### config.mk
export PLATFORM = sky130hd
export DESIGN_NAME = y86_bus_arbiter_flat
export DESIGN_NICKNAME = d
export VERILOG_FILES = /design/src/rtl/y86_bus_arbiter_if.sv /design/src/rtl/y86_bus_arbiter.sv /design/src/flat_wrapper.sv
export SDC_FILE = /design/constraint.sdc
export NUM_CORES = 1
export LEC_CHECK = 0
export BUFFER_PORTS_ARGS = -buffer_cell sky130_fd_sc_hd__buf_2
export CAP_MARGIN = 15
export CORE_ASPECT_RATIO = 1.75
export CORE_MARGIN = 5
export CORE_UTILIZATION = 30
export DETAILED_ROUTE_END_ITERATION = 6
export PLACE_DENSITY = 0.61
export SYNTH_ARGS = -nofsm -noshare
export SYNTH_HDL_FRONTEND = slang
export SYNTH_SLANG_ARGS = --single-unit
### constraint.sdc
create_clock -name clk -period 1.56 [get_ports clk]
set_input_delay 0.078 -clock clk [delete_from_list [all_inputs] [get_ports clk]]
set_output_delay 0.078 -clock clk [all_outputs]
set_load 0.03 [all_outputs]
### src/rtl/y86_bus_arbiter_if.sv
// Bus bundle between the y86 core, the DMA/debug master, the memory and the
// arbiter. The arbiter uses the slave view; the surrounding system uses master.
interface y86_bus_arbiter_if #(
  parameter int AW    = 32,
  parameter int DW    = 32,
  parameter int CNT_W = 16
);
  logic [AW-1:0]    core_addr;
  logic             core_re;
  logic             core_we;
  logic [DW-1:0]    core_wdata;
  logic [DW-1:0]    core_rdata;

  logic             dma_req;
  logic             dma_we;
  logic [AW-1:0]    dma_addr;
  logic [DW-1:0]    dma_wdata;
  logic             dma_gnt;
  logic             dma_ack;
  logic [DW-1:0]    dma_rdata;

  logic [AW-1:0]    mem_addr;
  logic             mem_re;
  logic             mem_we;
  logic [DW-1:0]    mem_wdata;
  logic [DW-1:0]    mem_rdata;

  logic             starve;
  logic             core_err;
  logic [CNT_W-1:0] dma_count;

  modport slave (
    input  core_addr, core_re, core_we, core_wdata,
    input  dma_req, dma_we, dma_addr, dma_wdata,
    input  mem_rdata,
    output core_rdata, dma_gnt, dma_ack, dma_rdata,
    output mem_addr, mem_re, mem_we, mem_wdata,
    output starve, core_err, dma_count
  );

  modport master (
    output core_addr, core_re, core_we, core_wdata,
    output dma_req, dma_we, dma_addr, dma_wdata,
    output mem_rdata,
    input  core_rdata, dma_gnt, dma_ack, dma_rdata,
    input  mem_addr, mem_re, mem_we, mem_wdata,
    input  starve, core_err, dma_count
  );
endinterface

### src/rtl/y86_bus_arbiter.sv
// Memory bus arbiter: the y86 core always wins and passes straight through;
// a single DMA/debug request is latched and issued in the first idle core
// cycle, then acknowledged with a one-cycle pulse.
module y86_bus_arbiter #(
  parameter int AW       = 32,
  parameter int DW       = 32,
  parameter int MAX_WAIT = 8,
  parameter int CNT_W    = 16
) (
  input logic             clk,
  input logic             rst_n,
  y86_bus_arbiter_if.slave bus
);

  localparam int WCW = $clog2(MAX_WAIT + 1);

  typedef enum logic [1:0] {IDLE, PEND, DONE} state_t;

  state_t           state_q, state_d;
  logic             weL_q, weL_d;
  logic [AW-1:0]    addrL_q, addrL_d;
  logic [DW-1:0]    wdataL_q, wdataL_d;
  logic [WCW-1:0]   waitCnt_q, waitCnt_d;
  logic [DW-1:0]    rdata_q, rdata_d;
  logic [CNT_W-1:0] count_q, count_d;
  logic             starve_q, starve_d;
  logic             coreErr_q, coreErr_d;
  logic             coreBusy;

  assign coreBusy        = bus.core_re | bus.core_we;
  assign bus.core_rdata  = bus.mem_rdata;
  assign bus.dma_rdata   = rdata_q;
  assign bus.dma_count   = count_q;
  assign bus.starve      = starve_q;
  assign bus.core_err    = coreErr_q;

  // State and datapath registers; reset drops any in-flight DMA transfer.
  always_ff @(posedge clk or negedge rst_n) begin
    if (!rst_n) begin
      state_q   <= IDLE;
      weL_q     <= 1'b0;
      addrL_q   <= '0;
      wdataL_q  <= '0;
      waitCnt_q <= '0;
      rdata_q   <= '0;
      count_q   <= '0;
      starve_q  <= 1'b0;
      coreErr_q <= 1'b0;
    end else begin
      state_q   <= state_d;
      weL_q     <= weL_d;
      addrL_q   <= addrL_d;
      wdataL_q  <= wdataL_d;
      waitCnt_q <= waitCnt_d;
      rdata_q   <= rdata_d;
      count_q   <= count_d;
      starve_q  <= starve_d;
      coreErr_q <= coreErr_d;
    end
  end

  // Next-state and bus muxing: core pass-through first, DMA only when core idle.
  always_comb begin
    state_d       = state_q;
    weL_d         = weL_q;
    addrL_d       = addrL_q;
    wdataL_d      = wdataL_q;
    waitCnt_d     = waitCnt_q;
    rdata_d       = rdata_q;
    count_d       = count_q;
    starve_d      = starve_q;
    coreErr_d     = coreErr_q | (bus.core_re & bus.core_we);
    bus.dma_gnt   = 1'b0;
    bus.dma_ack   = 1'b0;
    bus.mem_addr  = '0;
    bus.mem_re    = 1'b0;
    bus.mem_we    = 1'b0;
    bus.mem_wdata = '0;

    if (coreBusy) begin
      bus.mem_addr  = bus.core_addr;
      bus.mem_re    = bus.core_re;
      bus.mem_we    = bus.core_we;
      bus.mem_wdata = bus.core_wdata;
    end

    case (state_q)
      IDLE: begin
        bus.dma_gnt = bus.dma_req & rst_n;
        if (bus.dma_req) begin
          weL_d    = bus.dma_we;
          addrL_d  = bus.dma_addr;
          wdataL_d = bus.dma_wdata;
          state_d  = PEND;
        end
      end
      PEND: begin
        if (coreBusy) begin
          if (waitCnt_q != WCW'(MAX_WAIT)) begin
            waitCnt_d = waitCnt_q + WCW'(1);
          end
          if (waitCnt_d >= WCW'(MAX_WAIT)) begin
            starve_d = 1'b1;
          end
        end else begin
          bus.mem_addr  = addrL_q;
          bus.mem_wdata = wdataL_q;
          bus.mem_re    = ~weL_q;
          bus.mem_we    = weL_q;
          if (!weL_q) begin
            rdata_d = bus.mem_rdata;
          end
          waitCnt_d = '0;
          state_d   = DONE;
        end
      end
      DONE: begin
        bus.dma_ack = 1'b1;
        count_d     = count_q + CNT_W'(1);
        state_d     = IDLE;
      end
      default: state_d = IDLE;
    endcase
  end

endmodule

### src/flat_wrapper.sv
// flat-port wrapper written by rule: the top's interface ports become plain ports
module y86_bus_arbiter_flat 
#(
  parameter int AW       = 32,
  parameter int DW       = 32,
  parameter int MAX_WAIT = 8,
  parameter int CNT_W    = 16
)
  (clk, rst_n, bus_core_addr, bus_core_re, bus_core_we, bus_core_wdata, bus_dma_req, bus_dma_we, bus_dma_addr, bus_dma_wdata, bus_mem_rdata, bus_core_rdata, bus_dma_gnt, bus_dma_ack, bus_dma_rdata, bus_mem_addr, bus_mem_re, bus_mem_we, bus_mem_wdata, bus_starve, bus_core_err, bus_dma_count);
  y86_bus_arbiter_if #(.AW(AW), .DW(DW), .CNT_W(CNT_W)) bus_i ();
  input logic clk;
  input logic rst_n;
  input wire logic [$bits(bus_i.core_addr)-1:0] bus_core_addr;
  input wire logic [$bits(bus_i.core_re)-1:0] bus_core_re;
  input wire logic [$bits(bus_i.core_we)-1:0] bus_core_we;
  input wire logic [$bits(bus_i.core_wdata)-1:0] bus_core_wdata;
  input wire logic [$bits(bus_i.dma_req)-1:0] bus_dma_req;
  input wire logic [$bits(bus_i.dma_we)-1:0] bus_dma_we;
  input wire logic [$bits(bus_i.dma_addr)-1:0] bus_dma_addr;
  input wire logic [$bits(bus_i.dma_wdata)-1:0] bus_dma_wdata;
  input wire logic [$bits(bus_i.mem_rdata)-1:0] bus_mem_rdata;
  output wire logic [$bits(bus_i.core_rdata)-1:0] bus_core_rdata;
  output wire logic [$bits(bus_i.dma_gnt)-1:0] bus_dma_gnt;
  output wire logic [$bits(bus_i.dma_ack)-1:0] bus_dma_ack;
  output wire logic [$bits(bus_i.dma_rdata)-1:0] bus_dma_rdata;
  output wire logic [$bits(bus_i.mem_addr)-1:0] bus_mem_addr;
  output wire logic [$bits(bus_i.mem_re)-1:0] bus_mem_re;
  output wire logic [$bits(bus_i.mem_we)-1:0] bus_mem_we;
  output wire logic [$bits(bus_i.mem_wdata)-1:0] bus_mem_wdata;
  output wire logic [$bits(bus_i.starve)-1:0] bus_starve;
  output wire logic [$bits(bus_i.core_err)-1:0] bus_core_err;
  output wire logic [$bits(bus_i.dma_count)-1:0] bus_dma_count;
  assign bus_i.core_addr = bus_core_addr;
  assign bus_i.core_re = bus_core_re;
  assign bus_i.core_we = bus_core_we;
  assign bus_i.core_wdata = bus_core_wdata;
  assign bus_i.dma_req = bus_dma_req;
  assign bus_i.dma_we = bus_dma_we;
  assign bus_i.dma_addr = bus_dma_addr;
  assign bus_i.dma_wdata = bus_dma_wdata;
  assign bus_i.mem_rdata = bus_mem_rdata;
  assign bus_core_rdata = bus_i.core_rdata;
  assign bus_dma_gnt = bus_i.dma_gnt;
  assign bus_dma_ack = bus_i.dma_ack;
  assign bus_dma_rdata = bus_i.dma_rdata;
  assign bus_mem_addr = bus_i.mem_addr;
  assign bus_mem_re = bus_i.mem_re;
  assign bus_mem_we = bus_i.mem_we;
  assign bus_mem_wdata = bus_i.mem_wdata;
  assign bus_starve = bus_i.starve;
  assign bus_core_err = bus_i.core_err;
  assign bus_dma_count = bus_i.dma_count;
  y86_bus_arbiter #(.AW(AW), .DW(DW), .MAX_WAIT(MAX_WAIT), .CNT_W(CNT_W)) u_core (.clk(clk), .rst_n(rst_n), .bus(bus_i));
endmodule
==> key figures <==
Worst hold path
  – Hold WC Path Type: input port to register
  – Worst hold path cell count: 5

Floorplan
  – Row cnt: 66
  – Core Area: 0.0184 mm^2
  – I/O pin cnt: 316
  – Die Y: 190 um
  – Total Die Area: 0.0215 mm^2
  – Chip width: 113 um
  – Initial core utilization: 30.2%

Route
  – ANT nets after route: 0
  – Routed met1 length: 7.17 mm
  – Total length of routed met2 wires: 11.8 mm
  – Drt initial violations: 177
  – Via Count: 5,203
  – Pre-antenna DRT Iters: 4
  – Final wirelength: 20.7 mm
  – # DRC: 0
  – Top sig layer: met4
  – Met3 WL: 1.22 mm
  – Via density: 4.76
  – Avg WL per Cell: 18.9 um

GRT
  – First-pass GRT wire length: 30.6 mm
  – Pin count of the biggest net entering global routing: 122
  – Vias in the first global route: 5,744
  – Grt ovf: 0
  – Initial antenna violation count: 0
  – Gr usage total: 18.2%

Yosys
  – Syn Inst Count: 416
  – Adder-Cell Fraction of Synth Area: 0.674%
  – Combinational family with the most area after synthesis: multiplexers
  – Post-synthesis compound-gate area fraction: 11.3%
  – Number of synthesized flops with an enable pin: 0
  – Mean Syn Cell Area: 13.4 um^2
  – Post-Synth XOR/XNOR Area: 2.52%
  – Async SR Flop Fraction: 100%
  – Synth area leader: dfrtp_1
  – Post-synthesis cell area: 0.00557 mm^2
  – Mux cell area share after synthesis: 19.8%
  – Post-Synth Simple-Gate Area: 4.16%
  – Yosys top cell area share: 54.4%
  – Synth top area cells: dfrtp_1, mux2_2, a22o_1
  – Synthesized Nets: 585
  – Unique masters post-synth: 31
  – Syn. warnings: 0
  – Synthesis-stage register bit count: 121
  – Primary FF master, synth: dfrtp_1
  – Seq/Total Area, Yosys: 54.4%

Timing
  – Layout Skew: 0.0106 ns
  – RSZ-0062 raised after global routing: true
  – Setup ws final: -0.234 ns
  – Fmax: 558 MHz
  – Slew margin rel.: 49.5%
  – Fin crit share: 115%
  – Slew Limit Fails: 0
  – Setup violators final: 164
  – Fin Setup TNS: -26.09 ns
  – Final worst path period need: 1.79 ns
  – Worst-margin pin slew: 0.758 ns
  – Hold Fails Final Rpt: 0

Final layout
  – Post-layout nets: 1,010
  – Final Cell Area: 0.0102 mm^2
  – Area Growth Syn to Fin: 83.2%
  – Fraction of layout instances using a drive strength above 1: 58.9%
  – Final core occ: 55.4%
  – Fillers: 1,501

Place
  – DP HPWL: 12.1 mm
  – Post-placement setup slack: -0.0113 ns
  – Number of I/O port buffers: 315
  – RD Place Congestion: 0.775
  – Placement Cell Area: 0.00727 mm^2

Power
  – Lkg Pwr: 4.94 nW
  – Peak VDD IR: 0.000845 V
  – Pwr Density: 1660 mW/mm^2

Critical path
  – Crit Path Max Fanout: 14
  – CP Capture Type: primary output
  – Flop2flop setup slack: -0.23 ns
  – CP Data Required Time: 1.48 ns
  – Reg2reg path depth: 8
  – CP arrival: 1.72 ns
  – Worst Path Class, Setup: register to primary output
  – CP Launch Type: register

Clock network
  – CTS tree: built
  – Clk pin slew, worst setup/hold paths: 0.06 ns
  – H-tree lvl count: 4
  – TritonCTS Buffers: 17
  – Clock sinks: 121
  – Root buf cell: clkbuf_16
  – Clock buffer depth: 2
  – Clock Latency Late Sink: 0.41 ns

Outcome
  – Status: complete, but fails checks
  – Failing checks: setup timing

Flow run
  – Max-Cap Viols: 0
[critical path, stage by stage (launching register included)]
cell and delay (ns):
dfrtp_1 0.40, nand2b_4 0.16, nor2_4 0.13, buf_12 0.16
buf_12 0.14, a22o_1 0.18, buf_6 0.14
[metrics by stage]
stage          total power, mW  hold slack (ns)  cells
2_1_floorplan             9.03           -0.218    416
3_3_place_gp              10.7            0.309    929
3_5_place_dp              10.8            0.312    929
4_1_cts                   16.6           0.0830   1087
5_1_grt                   17.8            0.198   1092
6_report                  17.0            0.102   1093
[power by group]
part           total, mW  leakage, nW  internal [mW]  switching, mW
Clock               4.09        0.287           2.57           1.52
Sequential          5.47         1.46           4.55          0.921
Combinational       7.40         3.19           3.91           3.49
Total               17.0         4.94           11.0           5.93
[layer usage]
| metal | track usage (%) | vias to the layer above |
|---|---|---|
| li1 | - | 2343 |
| met1 | 18.9 | 2587 |
| met2 | 34.6 | 228 |
| met3 | 4.45 | 45 |
| met4 | 6.71 | 0 |
| met5 | 0 | - |
[area by class of cell]
type / count / area (um^2) / area share (%)
multi-input combinational: 234 / 2380 / 23.3
tap: 238 / 298 / 2.92
clock buffer: 19 / 443 / 4.34
clock inverter: 13 / 169 / 1.66
timing repair buffer: 464 / 3870 / 38.0
inverter: 3 / 11.3 / 0.110
sequential: 121 / 3030 / 29.7
antenna: 1 / 2.50 / 0.0245
[cell usage in the layout (no fill, tap or decap), drive strengths merged, types with 3 or more instances in the layout]
cell type    count
xor2             5
dlygate4sd3    100
clkbuf          24
mux2            98
nor2             7
xnor2           11
clkinvlp         4
clkinv           3
a22o            64
nand4            6
nand3            4
ha               3
bufinv           3
dfrtp          121
nor3             4
inv              6
nand2           11
buf            359
a21o             3
[synth_stat cells, drive strengths merged (2+ instances only)]
master / instances
buf: 53
and4: 2
nor2: 7
o21bai: 2
o31ai: 2
nand4: 6
dfrtp: 121
inv: 3
or2: 2
nand3: 4
o21ai: 2
a22o: 64
xnor2: 11
nand2b: 2
xor2: 5
mux2: 98
ha: 3
nor3: 4
nor2b: 2
clkbuf: 5
nand2: 11
a21o: 3
[state kept, by name, summed over array words and instances, names as in the netlist]
signal                flops
u_core.bus.starve         1
u_core.bus.core_err       1
u_core.bus.dma_count     16
u_core.state_q            2
u_core.weL_q              1
u_core.waitCnt_q          4
u_core.addrL_q           32
u_core.bus.dma_rdata     32
u_core.wdataL_q          32
[cells by family (layout without fill, tap and decap cells)]
kind of cell	count (synthesis)	after routing
multiplexers	98	98
AND/OR/NAND/NOR	43	43
buffers and inverters	61	499
adder cells (fa/ha/maj)	3	3
AO/OA/AOI/OAI	74	74
XOR/XNOR	16	16
other	0	1
flip-flops	121	121
[worst paths after layout]
check,start,end
max in group asynchronous,rst_n,u_core.addrL_q[3]
min,bus_core_re,u_core.waitCnt_q[2]
max reg2reg,u_core.state_q[1],u_core.addrL_q[7]
min in group asynchronous,rst_n,u_core.bus.dma_rdata[24]
min reg2reg,u_core.bus.dma_count[15],u_core.bus.dma_count[15]
max,u_core.state_q[1],bus_mem_wdata[21]
[timing repair]
item	4_1_cts	5_1_grt
setup endpoints to repair	128	171
setup buffers	15	7
hold buffers	100	0
pin swaps	9	17
cloned	12	5
endpoints found under the hold margin	219	0
gates resized for setup	194	52
Power figures use the tool's default switching activity.
